<file path="config.mk">
export PLATFORM = sky130hd
export DESIGN_NAME = fpu_addsub_issuer
export DESIGN_NICKNAME = d
export VERILOG_FILES = /design/src/rtl/fpu_addsub_pkg.sv /design/src/rtl/fpu_cmd_fifo.sv /design/src/rtl/fpu_addsub_issuer.sv
export SDC_FILE = /design/constraint.sdc
export NUM_CORES = 1
export LEC_CHECK = 0
export BUFFER_PORTS_ARGS = -buffer_cell sky130_fd_sc_hd__clkbuf_2
export CORE_MARGIN = 10
export CORE_UTILIZATION = 30
export DETAILED_ROUTE_END_ITERATION = 10
export GPL_ROUTABILITY_DRIVEN = 0
export PLACE_DENSITY = 0.49
export SYNTH_ARGS = -nofsm -noshare
export SYNTH_HDL_FRONTEND = slang
export SYNTH_HIERARCHICAL = 1
export SYNTH_SLANG_ARGS = --single-unit
</file>
<file path="constraint.sdc">
create_clock -name clk -period 12.9 [get_ports clk]
set_input_delay 1.935 -clock clk [delete_from_list [all_inputs] [get_ports clk]]
set_output_delay 1.935 -clock clk [all_outputs]
set_load 0.02 [all_outputs]
</file>
<file path="src/rtl/fpu_addsub_pkg.sv">
`default_nettype none
// +--------------------------------------------------------------------------+
// | Module      : fpu_addsub_pkg                                             |
// | Description : Shared types and constants for the add/sub issuer: FSM     |
// |               state enum, op encodings, operand/tag widths and the       |
// |               queued command record.                                     |
// | Macro       : FPU_ADDSUB_ACCUM_EN adds the acc bit to the command record |
// | Revision    : 1.0  initial release                                       |
// +--------------------------------------------------------------------------+
package fpu_addsub_pkg;

  typedef enum logic [1:0] {
    IDLE  = 2'd0,
    ISSUE = 2'd1,
    HOLD  = 2'd2
  } state_e;

  localparam logic OP_ADD = 1'b0;
  localparam logic OP_SUB = 1'b1;

  localparam int OPND_W = 64;
  localparam int TAG_W  = 4;

  typedef struct packed {
    logic [OPND_W-1:0] a;
    logic [OPND_W-1:0] b;
    logic              op;
    logic [TAG_W-1:0]  tag;
`ifdef FPU_ADDSUB_ACCUM_EN
    logic              acc;
`endif
  } cmd_t;

endpackage
`default_nettype wire

</file>
<file path="src/rtl/fpu_cmd_fifo.sv">
`default_nettype none
// +--------------------------------------------------------------------------+
// | Module      : fpu_cmd_fifo                                               |
// | Description : Synchronous command FIFO. The output word is a register    |
// |               loaded only on a pop, so it stays stable until the next    |
// |               pop and can drive the FPU operands directly.               |
// | Ports       : clk, rst       clock / synchronous active-high reset       |
// |               push_i, din_i  write (ignored when full)                   |
// |               pop_i, dout_o  read into the output register (ignored when |
// |                              empty)                                      |
// |               full_o, empty_o occupancy flags                            |
// | Revision    : 1.0  initial release                                       |
// +--------------------------------------------------------------------------+
module fpu_cmd_fifo
  import fpu_addsub_pkg::*;
#(
  parameter int DEPTH = 4
) (
  input  logic clk,
  input  logic rst,
  input  logic push_i,
  input  logic pop_i,
  input  cmd_t din_i,
  output cmd_t dout_o,
  output logic full_o,
  output logic empty_o
);

  localparam int c_ptr_w = (DEPTH > 1) ? $clog2(DEPTH) : 1;
  localparam logic [c_ptr_w:0] c_depth = (c_ptr_w + 1)'(DEPTH);

  cmd_t                 mem_q [DEPTH];
  cmd_t                 dout_q;
  logic [c_ptr_w-1:0]   wr_ptr_q;
  logic [c_ptr_w-1:0]   rd_ptr_q;
  logic [c_ptr_w:0]     count_q;
  logic                 w_push;
  logic                 w_pop;

  assign full_o  = (count_q == c_depth);
  assign empty_o = (count_q == '0);
  assign w_push  = push_i && !full_o;
  assign w_pop   = pop_i && !empty_o;
  assign dout_o  = dout_q;

  // Storage carries no reset; validity is tracked by the pointers/count.
  always_ff @(posedge clk) begin
    if (w_push) mem_q[wr_ptr_q] <= din_i;
  end

  // DEPTH is a power of two, so the pointers wrap naturally.
  always_ff @(posedge clk) begin
    if (rst) begin
      wr_ptr_q <= '0;
      rd_ptr_q <= '0;
      count_q  <= '0;
      dout_q   <= '0;
    end else begin
      if (w_push) wr_ptr_q <= wr_ptr_q + 1'b1;
      if (w_pop) begin
        dout_q   <= mem_q[rd_ptr_q];
        rd_ptr_q <= rd_ptr_q + 1'b1;
      end
      case ({w_push, w_pop})
        2'b10:   count_q <= count_q + 1'b1;
        2'b01:   count_q <= count_q - 1'b1;
        default: count_q <= count_q;
      endcase
    end
  end

endmodule
`default_nettype wire

</file>
<file path="src/rtl/fpu_addsub_issuer.sv">
`default_nettype none
// +--------------------------------------------------------------------------+
// | Module      : fpu_addsub_issuer                                          |
// | Description : Sequential front end for the combinational Add_Sub unit.   |
// |               Queues commands, presents one at a time to the unit,       |
// |               captures result/exception on fpu_done_i (or forces a       |
// |               timeout completion) and returns it with the echoed tag.    |
// | Ports       : cmd_*_i / cmd_ready_o   command valid/ready stream         |
// |               rsp_*_o / rsp_ready_i   response valid/ready stream        |
// |               fpu_a_o/fpu_b_o/fpu_op_o operands to the unit               |
// |               fpu_result_i/fpu_exception_i/fpu_done_i from the unit      |
// |               busy_o                  FSM active or commands queued      |
// | Macro       : FPU_ADDSUB_ACCUM_EN - adds cmd_acc_i and an accumulator    |
// |               that can replace operand A.                                |
// | Revision    : 1.0  initial release                                       |
// +--------------------------------------------------------------------------+
module fpu_addsub_issuer
  import fpu_addsub_pkg::*;
#(
  parameter int DEPTH   = 4,
  parameter int TIMEOUT = 8
) (
  input  logic              clk,
  input  logic              rst,
  input  logic              cmd_valid_i,
  output logic              cmd_ready_o,
  input  logic [OPND_W-1:0] cmd_a_i,
  input  logic [OPND_W-1:0] cmd_b_i,
  input  logic              cmd_op_i,
  input  logic [TAG_W-1:0]  cmd_tag_i,
`ifdef FPU_ADDSUB_ACCUM_EN
  input  logic              cmd_acc_i,
`endif
  output logic              rsp_valid_o,
  input  logic              rsp_ready_i,
  output logic [OPND_W-1:0] rsp_result_o,
  output logic              rsp_exception_o,
  output logic              rsp_timeout_o,
  output logic [TAG_W-1:0]  rsp_tag_o,
  output logic [OPND_W-1:0] fpu_a_o,
  output logic [OPND_W-1:0] fpu_b_o,
  output logic              fpu_op_o,
  input  logic [OPND_W-1:0] fpu_result_i,
  input  logic              fpu_exception_i,
  input  logic              fpu_done_i,
  output logic              busy_o
);

  localparam int c_cnt_w = (TIMEOUT > 1) ? $clog2(TIMEOUT) : 1;
  localparam logic [c_cnt_w-1:0] c_timeout_last = c_cnt_w'(TIMEOUT - 1);

  state_e              state_q, state_d;
  logic [c_cnt_w-1:0]  cnt_q;
  logic                rsp_valid_q;
  logic [OPND_W-1:0]   rsp_result_q;
  logic                rsp_exception_q;
  logic                rsp_timeout_q;
  logic [TAG_W-1:0]    rsp_tag_q;

  cmd_t w_cmd_in;
  cmd_t w_cmd_cur;
  logic w_full;
  logic w_empty;
  logic w_pop;
  logic w_cap_done;
  logic w_cap_to;
  logic w_rsp_clr;

  always_comb begin
    w_cmd_in     = '0;
    w_cmd_in.a   = cmd_a_i;
    w_cmd_in.b   = cmd_b_i;
    w_cmd_in.op  = cmd_op_i;
    w_cmd_in.tag = cmd_tag_i;
`ifdef FPU_ADDSUB_ACCUM_EN
    w_cmd_in.acc = cmd_acc_i;
`endif
  end

  // The FIFO output register doubles as the operand register: it is loaded
  // on the pop edge and is stable for the whole ISSUE/HOLD of that command.
  fpu_cmd_fifo #(
    .DEPTH (DEPTH)
  ) u_fifo (
    .clk     (clk),
    .rst     (rst),
    .push_i  (cmd_valid_i),
    .pop_i   (w_pop),
    .din_i   (w_cmd_in),
    .dout_o  (w_cmd_cur),
    .full_o  (w_full),
    .empty_o (w_empty)
  );

  assign cmd_ready_o     = !w_full;
  assign busy_o          = (state_q != IDLE) || !w_empty;
  assign fpu_b_o         = w_cmd_cur.b;
  assign fpu_op_o        = w_cmd_cur.op;
  assign rsp_valid_o     = rsp_valid_q;
  assign rsp_result_o    = rsp_result_q;
  assign rsp_exception_o = rsp_exception_q;
  assign rsp_timeout_o   = rsp_timeout_q;
  assign rsp_tag_o       = rsp_tag_q;

`ifdef FPU_ADDSUB_ACCUM_EN
  logic [OPND_W-1:0] acc_q;

  // The accumulator only changes on a capture edge, which also leaves ISSUE,
  // so operand A stays constant while the unit is evaluating.
  assign fpu_a_o = w_cmd_cur.acc ? acc_q : w_cmd_cur.a;

  always_ff @(posedge clk) begin
    if (rst) begin
      acc_q <= '0;
    end else if (w_cap_done && !fpu_exception_i) begin
      acc_q <= fpu_result_i;
    end
  end
`else
  assign fpu_a_o = w_cmd_cur.a;
`endif

  always_ff @(posedge clk) begin
    if (rst) state_q <= IDLE;
    else     state_q <= state_d;
  end

  always_comb begin
    state_d    = state_q;
    w_pop      = 1'b0;
    w_cap_done = 1'b0;
    w_cap_to   = 1'b0;
    w_rsp_clr  = 1'b0;
    case (state_q)
      IDLE: begin
        if (!w_empty) begin
          w_pop   = 1'b1;
          state_d = ISSUE;
        end
      end
      ISSUE: begin
        if (fpu_done_i) begin
          w_cap_done = 1'b1;
          state_d    = HOLD;
        end else if (cnt_q == c_timeout_last) begin
          w_cap_to = 1'b1;
          state_d  = HOLD;
        end
      end
      HOLD: begin
        // rsp_valid is always set in HOLD, so rsp_ready alone is the handshake.
        if (rsp_ready_i) begin
          w_rsp_clr = 1'b1;
          if (!w_empty) begin
            w_pop   = 1'b1;
            state_d = ISSUE;
          end else begin
            state_d = IDLE;
          end
        end
      end
      default: state_d = IDLE;
    endcase
  end

  always_ff @(posedge clk) begin
    if (rst) begin
      cnt_q           <= '0;
      rsp_valid_q     <= 1'b0;
      rsp_result_q    <= '0;
      rsp_exception_q <= 1'b0;
      rsp_timeout_q   <= 1'b0;
      rsp_tag_q       <= '0;
    end else begin
      if (w_pop)                 cnt_q <= '0;
      else if (state_q == ISSUE) cnt_q <= cnt_q + 1'b1;

      if (w_cap_done) begin
        rsp_valid_q     <= 1'b1;
        rsp_result_q    <= fpu_result_i;
        rsp_exception_q <= fpu_exception_i;
        rsp_timeout_q   <= 1'b0;
        rsp_tag_q       <= w_cmd_cur.tag;
      end else if (w_cap_to) begin
        rsp_valid_q     <= 1'b1;
        rsp_result_q    <= '0;
        rsp_exception_q <= 1'b1;
        rsp_timeout_q   <= 1'b1;
        rsp_tag_q       <= w_cmd_cur.tag;
      end else if (w_rsp_clr) begin
        rsp_valid_q     <= 1'b0;
      end
    end
  end

endmodule
`default_nettype wire

</file>
# Yosys cells after proc, flatten, opt, wreduce, memory -nomap -nowiden

Memory sizes are Yosys's and may differ from the RTL's. A register that Yosys moved wholly into a read port is not among the register bits.
Index checks and enable logic that the tools add are counted.
Widths: inputs -> output; s select.

Output and inout port bits: 202
RAM bits: 532
Memories: 1
Register bits: 83
Input bits: 203

Memories:

| memory       | depth | width | rd ports | clocked after memory_dff | wr ports | RTL line           | text |
|---|---|---|---|---|---|---|---|
| u_fifo.mem_q | 4     | 133   | 1        | 1                        | 1        | fpu_cmd_fifo.sv:32 | `cmd_t mem_q [DEPTH];` |

Equal/unequal tests: 9
Reduce and logical (&&, ||, !) cells: 14
Add/subtract/negate cells: 5
Multiplexer cells: 28

Operator list:

| kind                | count |
|---|---|
| $mux 64             | 2 |
| $mux 1              | 17 |
| $mux 2              | 4 |
| $mux 4              | 2 |
| $add 3x1->3 const B | 2 |
| $eq 3x3->1 const B  | 2 |
| $pmux 2 s3          | 1 |
| $pmux 3 s2          | 1 |
| $reduce_bool 2->1   | 3 |
| $add 2x1->2 const B | 2 |
| $eq 2x1->1 const B  | 2 |
| $eq 2x2->1 const B  | 2 |
| $ne 2x2->1 const B  | 2 |
| $reduce_or 2->1     | 2 |
| $logic_not 3->1     | 1 |
| $ne 3x3->1 const B  | 1 |
| $reduce_and 3->1    | 1 |
| $reduce_bool 3->1   | 1 |
| $sub 3x1->3 const B | 1 |
| $logic_and 1x1->1   | 2 |
| $logic_not 1->1     | 2 |
| $logic_not 2->1     | 1 |
| $pmux 1 s2          | 1 |
| $logic_or 1x1->1    | 1 |

# Depth between registers and ports, before layout

Gate-level depths: netlist of run 1.

Depth after elaboration: 7
Depth in mapped cells: 11
Depth with buffers taken out: 10

# Cells and area by module

Netlist of run 1, hierarchy kept.

Modules (own cells, without submodules):

| module            | sequential area each (um^2) | times used | area each (um^2) | cells each |
|---|---|---|---|---|
| fpu_cmd_fifo      | 18778.0                     | 1          | 23560.1          | 1043 |
| fpu_addsub_issuer | 1521.5                      | 1          | 2493.6           | 198 |

# Worst setup path before layout of run 1

No wires, ideal clock.

Path kind: input to register
Start: in cmd_valid_i
End: mem u_fifo/mem_q[0][0] (netlist bit), enable pin
Cell stages on the path: 1
Library setup time: 0.509 ns
Path buffers: 0
Arrival time: 5.029 ns
Slack: 7.362 ns
Cells stage by stage: and3_1

Cells in the longest elaborated chain, start to end: 3

RTL lines:

| element                      | RTL line                | text |
|---|---|---|
| start: declaration           | fpu_addsub_issuer.sv:25 | `input logic cmd_valid_i,` |
| $logic_and 1x1->1            | fpu_cmd_fifo.sv:42      | `assign w_push = push_i && !full_o;` |
| $mux 1                       | fpu_cmd_fifo.sv:48      | `if (w_push) mem_q[wr_ptr_q] <= din_i;` |
| $mux 1 (implied by the code) | fpu_cmd_fifo.sv:48      |  |
| end: declaration             | fpu_cmd_fifo.sv:32      |  |

No other way between the ends.

# Worst setup path in the final report of run 1

Start: in rsp_ready_i
End: reg, netlist name u_fifo/dout_o[18]

Cells in the longest elaborated chain, start to end: 3

RTL lines:

| element                | RTL line                 | text |
|---|---|---|
| start: declaration     | fpu_addsub_issuer.sv:35  | `input logic rsp_ready_i,` |
| $mux 1                 | fpu_addsub_issuer.sv:152 | `if (rsp_ready_i) begin` |
| $pmux 1 s2             | fpu_addsub_issuer.sv:134 | `case (state_q)` |
| named net w_pop        | fpu_addsub_issuer.sv:64  | `logic w_pop;` |
| $logic_and 1x1->1      | fpu_cmd_fifo.sv:43       | `assign w_pop = pop_i && !empty_o;` |
| named net u_fifo.w_pop | fpu_cmd_fifo.sv:38       | `logic w_pop;` |

The timed path passes the listed nets, and every way through them passes these cells.
A chain may end at the register's enable or synchronous reset.

==> results of run 1 <==
[power groups by stage]
stage,clock network [mW],registers [mW],logic [mW]
2_1_floorplan,0,3.23,0.743
3_3_place_gp,0,3.12,1.31
3_5_place_dp,0,3.12,1.32
4_1_cts,2.42,3.08,1.32
5_1_grt,2.52,3.10,1.38
6_report,2.35,3.07,1.27
[cell usage after synthesis]
cell type,instances
fa_1,1
a22o_1,197
a211oi_1,2
mux4_2,133
nor3b_1,1
buf_1,4
or3_1,1
nor3_1,4
and2b_1,1
clkbuf_1,21
a21oi_1,11
or3b_2,1
o221a_2,1
a31o_2,4
nand2b_1,4
nor2b_1,1
nor2_1,8
a21oi_4,1
buf_6,16
o311ai_0,1
nand3_1,2
nor2_2,1
nand3b_1,3
and2_1,1
o21ai_0,3
edfxtp_1,532
o21a_1,1
o31a_1,1
inv_1,11
and3_1,4
mux2i_1,2
buf_2,35
or2_1,1
ha_1,7
xor2_1,3
dfxtp_1,216
nand2_1,3
xnor2_1,2
[critical path: cells and delay by family]
family                 cells  cell delay, ns
AO/OA/AOI/OAI              3            1.23
buffers and inverters      4            1.50
AND/OR/NAND/NOR            1            0.89
[through the flow]
step	cells	hold WS, ns
3_5_place_dp	2744	0.455
2_1_floorplan	1241	0.450
3_3_place_gp	2744	0.456
4_1_cts	2900	0.463
6_report	2904	0.459
5_1_grt	2902	0.485
[cell usage in the layout (no fill, tap or decap), types with 2 or more instances in the layout]
cell type and n:
a211oi_1 2, a21oi_1 11, a22o_1 197, a31o_2 4, and3_4 4, buf_4 20, bufinv_16 5, clkbuf_1 24
clkbuf_16 83, clkbuf_2 404, clkbuf_8 16, clkinv_1 4, clkinv_2 10, clkinv_4 2, clkinv_8 4, clkinvlp_4 2
dfxtp_1 214, dfxtp_4 2, diode_2 3, edfxtp_1 532, ha_1 7, inv_1 11, inv_16 2, inv_4 2
inv_6 2, mux2i_1 2, mux4_2 133, nand2_1 3, nand2b_1 4, nand3_1 2, nand3b_1 3, nor2_1 7
nor2_4 2, nor3_1 4, o21ai_0 3, xnor2_1 2, xor2_1 3
[final cells by class]
class | instances | area, sq um | share of cell area [%]
diodes | 3 | 7.51 | 0.0234
clock buffers | 123 | 2390 | 7.44
clock inverters | 33 | 383 | 1.19
inverters | 11 | 41.3 | 0.129
multi-input cells | 406 | 5300 | 16.5
flip-flops and latches | 748 | 20300 | 63.3
well taps | 1155 | 1450 | 4.51
repair buffers | 425 | 2190 | 6.84
[state kept, by name (all words and copies together), names as in the netlist, 2 cells and up]
signal           cells
rsp_tag_o            4
u_fifo/count_q       3
cnt_q                3
rsp_result_o        64
u_fifo/mem_q       532
u_fifo/wr_ptr_q      2
u_fifo/rd_ptr_q      2
u_fifo/dout_o      133
state_q              2
[metal layers]
metal / track usage [%] / vias to the layer above
met5: 0 / -
met4: 3.89 / 30
met3: 4.63 / 128
met2: 20.9 / 338
met1: 16.4 / 6956
li1: - / 6024
[final timing paths]
check / slack, ns / end / depth (start not counted) / start
min: 0.46 / rsp_valid_o / 2 / rsp_valid_o
min reg2reg: 0.46 / rsp_valid_o / 2 / rsp_valid_o
max reg2reg: 8.80 / u_fifo/dout_o[18] / 7 / u_fifo/count_q[0]
max: 7.85 / u_fifo/dout_o[18] / 8 / rsp_ready_i
[kinds of logic (layout without fill, tap and decap cells)]
kind of cell | Yosys count | in the layout | share of synthesized area [%]
multiplexers | 135 | 135 | 11.6
XOR/XNOR | 5 | 5 | 0.168
adder cells (fa/ha/maj) | 8 | 8 | 0.413
buffers and inverters | 87 | 592 | 1.88
flip-flops | 748 | 748 | 77.9
AO/OA/AOI/OAI | 222 | 222 | 7.29
AND/OR/NAND/NOR | 36 | 36 | 0.764
other | 0 | 3 | 0
==> qor.yml, run 1 <==
status:
  status: "completed"
global_routing:
  antenna_found_initial: 18
  grt_pass1_wl_um: 96800
  grt_util_all_layers_pct: 13.0
  grt_pass1_vias: 14200
  grt_max_degree: 65
  gr-total-overflow: 0
routing:
  wl_met1_um: 27800
  wl_met2_um: 31700
  postRouteAntennaNets: 0
  wl_um: 66100
  drc: 0
  vias: 13500
  route.met3.wl_um: 4810
  firstDrtPassIters: 5
  drt_iter0_drc: 902
  viasPerCell: 4.64
  wl_per_cell_um: 22.8
  highest_layer: "met5"
finish:
  drive_gt1_share_pct: 40.2
  final_nets: 1886
  syn_to_final_growth_pct: 23.1
  final_core_util_pct: 37.1
  fillers: 8088
  fin_area_sq_um: 32100
power:
  p_sw_share_pct: 27.8
  p_seq_share_pct: 45.8
  power_mw: 6.69
  p_int_mw: 4.83
  pwr-share-comb_pct: 19.0
  ir_worst_vdd_uv: 117
  clkPwrFrac_pct: 35.1
  leakage_nw: 11.4
  power.switching_mw: 1.86
  powerDensity_nw_per_um2: 209
synth:
  ys_seq_area_share_pct: 77.9
  synth_area_leaders: "edfxtp_1 (61%), dfxtp_1 (17%), mux4_2 (11%)"
  netlist_instances: 1241
  synth_nets: 1452
  synth_top_area_share_pct: 61.3
  synthesis.area_sq_um: 26100
  synth-seq-cells: 748
  yosys_warnings: 6
  yosysUniqueCellTypes: 38
  synth.avg_cell_area_sq_um: 21.0
  synth_top_area_cell: "edfxtp_1"
die:
  io_pins: 405
  dieArea_sq_um: 99000
  coreArea_sq_um: 86500
  die_h_um: 315
  start_util_pct: 30.1
  rows: 108
  die_x_um: 315
placed_design:
  dp_hpwl_um: 41500
  portBuffers: 404
  dp_slack_ns: 6.99
  dpl_cell_area_sq_um: 29300
timing:
  grt_setup_unrepaired: "false"
  worst_slack_ns: 7.85
  period_needed_ns: 5.05
  tightest_slew_ns: 1.04
  slew_headroom_pct: 30.3
  skew_ns: 0.0184
  fmax_mhz: 198
  slew_viol_final: 0
  fin_tns_setup_ns: 0
  setup_viol: 0
  hold_viol_final: 0
  timing.final.crit_share_pct: 39.2
clock_tree:
  hold_buffers: 0
  cts_tree: "built"
  cts_resized: 0
  clkTransAtPathRegs_ns: 0.06
  clockRootBuffer: "clkbuf_16"
  clk-insertion-delay-late_ns: 0.62
  clockBufferDepth: 3
  ctsHtreeMaxLevel: 3
  cts_sinks: 748
  numCtsBuffers: 83
  cts_setup_buffers: 0
setup_path:
  worstPathCellList: "clkbuf_2 -> inv_1 -> a211oi_1 -> o31a_1 -> nor2b_4 -> buf_4 -> buf_4 -> a22o_1"
  critPathCaptureType: "flip-flop"
  cp_slowest_cell: "nor2b_4"
  arrival_ns: 5.61
  critPathKind: "primary input to flip-flop"
  critPathMostFrequentCell: "buf_4"
  critPathLaunchType: "primary input"
  cp.required_ns: 13.46
  cp_max_fo: 55
  cpPeakStageDelay_ns: 0.89
run:
  maxCapViolCount: 0
worst_hold_path:
  holdCritPathClass: "flip-flop to flip-flop"
Note: power is estimated with default switching activity, not from simulation.
==> run 2: changes to the inputs <==
Settings changed: PLACE_DENSITY 0.49 to 0.5.
Clock period 12.9 ns to 4.1 ns, I/O delays scaled along.
==> run 2 against run 1 <==
Effect of this change:
- die area unchanged
- via count up 1.1%
- count of clock-buffer cells in the layout down 7
- sequential power rose to 3.1 times the previous value
- critical path depth up 1
- wire length up 0.31%
- total power rose to 3.2 times the previous value
- register-to-register slack worse by 7.6 ns
- flip-flop and latch count unchanged
- design area up 1.0%
==> qor.yml, run 2 (synthesized netlist as in run 1, its figures left out) <==
status:
  status: "completed"
die:
  dieArea_sq_um: 99000
  rows: 108
  io_pins: 405
  die_x_um: 315
  die_h_um: 315
  coreArea_sq_um: 86500
  start_util_pct: 30.1
finish:
  fillers: 8035
  fin_area_sq_um: 32400
  final_core_util_pct: 37.5
  final_common_cell: "edfxtp_1"
  final_cell_mix: "edfxtp_1 (532), clkbuf_2 (404), dfxtp_1 (214), a22o_1 (197), mux4_2 (133)"
  final_nets: 1898
  largest_register: "u_fifo/mem_q"
  syn_to_final_growth_pct: 24.3
  largest_reg_flops: 532
  drive_gt1_share_pct: 40.8
placed_design:
  dpl_cell_area_sq_um: 29500
  portBuffers: 404
  dp_hpwl_um: 41200
  dp_slack_ns: 0.945
setup_path:
  r2r-end: "u_fifo/count_q[2]"
  arrival_ns: 3.45
  cp_max_fo: 6
  crit_end: "u_fifo/count_q[2]"
  critPathKind: "flip-flop to flip-flop"
  reg2reg_slack_ns: 1.22
  critPathLaunchType: "flip-flop"
  cp.required_ns: 4.67
  r2r_start: "u_fifo/count_q[0]"
  rr_worst_depth: 9
  startpoint: "u_fifo/count_q[0]"
  critPathCaptureType: "flip-flop"
routing:
  wl_um: 66300
  firstDrtPassIters: 5
  drc: 0
  route.met3.wl_um: 4990
  vias: 13600
  wl_met1_um: 27500
  highest_layer: "met5"
  wl_per_cell_um: 22.7
  viasPerCell: 4.67
  drt_iter0_drc: 749
  wl_met2_um: 31900
  postRouteAntennaNets: 0
run:
  maxCapViolCount: 0
clock_tree:
  cts_sinks: 748
  cts_setup_buffers: 0
  clk-insertion-delay-late_ns: 0.64
  hold_buffers: 0
  ctsHtreeMaxLevel: 3
  numCtsBuffers: 84
  cts_resized: 0
  clkTransAtPathRegs_ns: 0.06
  cts_tree: "built"
  clockBufferDepth: 3
  clockRootBuffer: "clkbuf_16"
worst_hold_path:
  holdCritPathClass: "primary input to flip-flop"
timing:
  timing.final.crit_share_pct: 70.3
  tightest_slew_ns: 0.925
  skew_ns: 0.0257
  hold_viol_final: 0
  setup_viol: 0
  grt_setup_unrepaired: "false"
  slew_headroom_pct: 38.3
  period_needed_ns: 2.88
  worst_slack_ns: 1.22
  fmax_mhz: 347
  slew_viol_final: 0
  fin_tns_setup_ns: 0
global_routing:
  grt_util_all_layers_pct: 13.2
  grt_pass1_wl_um: 97800
  grt_max_degree: 86
  gr-total-overflow: 0
  grt_pass1_vias: 14600
  antenna_found_initial: 16
power:
  ir_worst_vdd_uv: 450
  power_mw: 21.3
  leakage_nw: 11.6
  powerDensity_nw_per_um2: 658
## run 2: changes by cell type in the layout (fill, tap and decap cells not counted), moves of 4 or more
cell / delta
buf_12: +12
clkbuf_1: -5
clkbuf_8: -4
clkinv_16: +4
clkinv_2: +7
clkinv_8: -4
## run 2: area by class of cell
type / count / area, sq um / share of cell area (%)
Inverter: 11 / 41.3 / 0.127
Antenna cell: 4 / 10.0 / 0.0309
Clock buffer: 116 / 2360 / 7.30
Multi-Input combinational cell: 406 / 5300 / 16.4
Clock inverter: 39 / 499 / 1.54
Timing Repair Buffer: 436 / 2420 / 7.49
Tap cell: 1155 / 1450 / 4.46
Sequential cell: 748 / 20300 / 62.7
## run 2: critical path, cell delays in order, from the launching register on
cell and delay (ns):
dfxtp_1 0.42, nor3_1 0.10, a211oi_1 0.61, o31a_1 0.39, ha_1 0.24, inv_1 0.07, fa_1 0.38, xor2_1 0.16
or3_1 0.31, a21oi_1 0.14
## run 2: worst min-delay path by stage
stage,from,end,slack [ns],cells past startpoint
3_5_place_dp,rsp_result_o[33],rsp_result_o[33],0.46,1
4_1_cts,cmd_a_i[11],u_fifo/mem_q[0][80],0.12,1
6_report,cmd_a_i[59],u_fifo/mem_q[2][128],0.19,1
5_1_grt,cmd_a_i[18],u_fifo/mem_q[0][87],0.14,1
2_1_floorplan,u_fifo/dout_o[0],u_fifo/dout_o[0],0.45,1
3_3_place_gp,rsp_valid_o,rsp_valid_o,0.46,2
## run 2: stage by stage
step / hold WS, ns / instances
after CTS: 0.125 / 2910
final: 0.190 / 2915
after global routing: 0.143 / 2914
after detailed placement: 0.457 / 2755
after global placement: 0.456 / 2755
after floorplan: 0.450 / 1241
## run 2: power by group
| group | leakage (nW) | internal [mW] | switching (mW) | total (mW) |
|---|---|---|---|---|
| Sequential | 6.64 | 9.06 | 0.521 | 9.58 |
| Clock | 1.41 | 4.53 | 3.07 | 7.60 |
| Combinational | 3.55 | 1.80 | 2.33 | 4.13 |
| Total | 11.6 | 15.4 | 5.93 | 21.3 |
## run 2: routing by layer
layer  vias up  GRT usage (%)
met5         -              0
met4        26           4.17
met3       127           4.92
met2       352           21.1
met1      7054           16.3
li1       6059              -
==> run 3: changes to the inputs <==
Settings changed: ABC_AREA set to 1, PLACE_DENSITY 0.5 to 0.48.
Clock period 4.1 ns to 2.74 ns, I/O delays scaled along.
==> run 3 against run 2 <==
Effect of this change:
- first-iteration DRC count increased by 17%
- worst setup slack got worse by 0.68 ns
- via count increased by 62%
- critical endpoint unchanged
- synthesized area increased by 19%
- combinational power increased to 2.5 times the previous value
==> qor.yml, run 3 <==
power:
  powerDensity_nw_per_um2: 940
  power_mw: 37.0
  ir_worst_vdd_uv: 714
  leakage_nw: 18.1
synth:
  ys_seq_area_share_pct: 65.2
  synthesis.area_sq_um: 31100
  synth_nets: 3564
  synth_top_area_share_pct: 51.3
  netlist_instances: 3353
  synthTopCellsByCount: "nand2_1 (1,030), inv_1 (693), edfxtp_1 (532), nand3_1 (336), nor2_1 (288)"
  synth_area_leaders: "edfxtp_1 (51%), dfxtp_1 (14%), nand2_1 (12%)"
  synth.avg_cell_area_sq_um: 9.28
  synth_top_flop_cell: "edfxtp_1"
  synth_edf_count: 532
  yosys.cell_count.top_type: "nand2_1"
  yosys_warnings: 6
  yosysUniqueCellTypes: 24
  synth_top_area_cell: "edfxtp_1"
  synth-seq-cells: 748
  async_flop_share_pct: 0
global_routing:
  grt_util_all_layers_pct: 13.9
  grt_pass1_wl_um: 127000
  antenna_found_initial: 10
  grt_max_degree: 127
  grt_pass1_vias: 21400
  gr-total-overflow: 0
clock_tree:
  cts_resized: 0
  clockBufferDepth: 3
  cts_setup_buffers: 0
  hold_buffers: 190
  cts_sinks: 748
  cts_tree: "built"
  clk-insertion-delay-late_ns: 0.65
  clkTransAtPathRegs_ns: 0.06
  clockRootBuffer: "clkbuf_16"
  ctsHtreeMaxLevel: 3
  numCtsBuffers: 87
setup_path:
  r2r_start: "u_fifo/count_q[2]"
  crit_end: "u_fifo/count_q[2]"
  cp_max_fo: 4
  cp_slowest_cell: "fa_1"
  critPathLaunchType: "flip-flop"
  critPathKind: "flip-flop to flip-flop"
  worstPathCellList: "inv_1 -> nand2_2 -> inv_1 -> nor2_1 -> o21ai_1 -> inv_1 -> nand2_8 -> inv_1 -> ha_1 -> inv_1 -> fa_1 -> inv_1 -> nand2_1 -> nand3_1 -> nand2_1 -> nand2_1 -> nor2_1"
  r2r-end: "u_fifo/count_q[2]"
  critPathCaptureType: "flip-flop"
  reg2reg_slack_ns: 0.53
  cpPeakStageDelay_ns: 0.37
  cp.required_ns: 3.29
  critPathMostFrequentCell: "inv_1"
  rr_worst_depth: 17
  startpoint: "u_fifo/count_q[2]"
  arrival_ns: 2.75
routing:
  firstDrtPassIters: 5
  wl_per_cell_um: 15.3
  drc: 0
  vias: 22000
  postRouteAntennaNets: 0
  drt_iter0_drc: 878
  wl_um: 82300
  viasPerCell: 4.10
finish:
  drive_gt1_share_pct: 14.9
  final_core_util_pct: 38.2
  largest_reg_flops: 532
  largest_register: "u_fifo/mem_q"
  final_cell_mix: "nand2_1 (1,028), inv_1 (691), edfxtp_1 (532), clkbuf_2 (404), nand3_1 (336)"
  stdcell_count: 5378
  final_nets: 4125
  syn_to_final_growth_pct: 26.5
  final_common_cell: "nand2_1"
placed_design:
  portBuffers: 404
  place_inst: 5015
  dp_hpwl_um: 48000
die:
  io_pins: 405
  start_util_pct: 30.2
  rows: 118
  coreArea_sq_um: 103000
  die_x_um: 342
  dieArea_sq_um: 117000
  die_h_um: 342
worst_hold_path:
  hold_depth: 3
  holdCritPathClass: "primary input to flip-flop"
timing:
  slew_viol_final: 0
  slew_headroom_pct: 48.5
  period_needed_ns: 2.21
  setup_viol: 0
  hold_viol_final: 0
  grt_setup_unrepaired: "false"
  fmax_mhz: 453
  timing.final.crit_share_pct: 80.5
  tightest_slew_ns: 0.773
  skew_ns: 0.0247
status:
  status: "completed"
run:
  maxCapViolCount: 0
-- run 3: cell types whose count changed in the layout (fill, tap and decap cells not counted), moves of 5 or more --
| cell | delta |
|---|---|
| buf_12 | +11 |
| dlygate4sd3_1 | +190 |
| clkbuf_16 | +6 |
| inv_1 | +680 |
| nand2_1 | +1025 |
| diode_2 | +5 |
| a21oi_1 | +63 |
| nor2_1 | +277 |
| a22o_1 | -197 |
| clkinv_1 | +9 |
| nand3_1 | +334 |
| mux4_2 | -133 |
-- run 3: cell families (layout without fill, tap and decap cells) --
family | count (synthesis) | after routing | share of synthesized area [%]
and+or+nand+nor | 1660 | 1660 | 21.5
buffers and inverters | 857 | 1493 | 11.6
DFF | 748 | 748 | 65.2
AOI/OAI and AO/OA | 79 | 79 | 1.28
adders and majority gates | 8 | 8 | 0.346
xor gates and xnor gates | 1 | 1 | 0.0282
other | 0 | 9 | 0
-- run 3: report_power, final --
group | leakage [nW] | switching (mW) | internal, mW
registers | 6.65 | 0.797 | 14.0
clock network | 1.43 | 4.58 | 7.14
logic | 10.0 | 7.22 | 3.31
total | 18.1 | 12.6 | 24.4
-- run 3: worst min path at each step --
stage	from	to	slack (ns)
2_1_floorplan	cnt_q[1]	cnt_q[1]	0.44
3_3_place_gp	rsp_timeout_o	rsp_timeout_o	0.44
3_5_place_dp	rsp_result_o[26]	rsp_result_o[26]	0.45
4_1_cts	cmd_valid_i	u_fifo/wr_ptr_q[0]	0.0001
5_1_grt	fpu_result_i[30]	rsp_result_o[30]	0.02
6_report	fpu_result_i[30]	rsp_result_o[30]	0.07
-- run 3: metal layers --
| metal | share of wire [%] | GRT usage, % |
|---|---|---|
| met1 | 44 | 17.4 |
| met2 | 48 | 23.5 |
| met3 | 5.7 | 3.46 |
| met4 | 1.8 | 3.85 |
| met5 | 0.064 | 0 |
-- run 3: critical path: cells and delay by family, from the launching register on --
family,cells,cell delay [ns]
buffers and inverters,6,0.54
flip-flops,1,0.34
AO/OA/AOI/OAI,1,0.10
AND/OR/NAND/NOR,8,0.58
adder cells (fa/ha/maj),2,0.53
-- run 3: final cells by class --
type                    count  area, sq um
inverters                 696         2630
clock buffers             122         2470
fillers                 10300        63800
well taps                1380         1730
clock inverters            42          439
repair buffers            633         4520
diodes                      9         22.5
flip-flops and latches    748        20300
multi-input cells        1748         7250
-- run 3: through the flow --
stage | setup WS [ns] | instance area [sq um] | TNS (ns) | hold slack (ns)
2_1_floorplan | -0.255 | 31200 | -127.79 | 0.444
3_3_place_gp | 0.500 | 34500 | 0 | 0.437
3_5_place_dp | 0.542 | 34500 | 0 | 0.453
4_1_cts | 0.522 | 39400 | 0 | 0.000146
5_1_grt | 0.236 | 39400 | 0 | 0.0157
6_report | 0.534 | 39400 | 0 | 0.0684
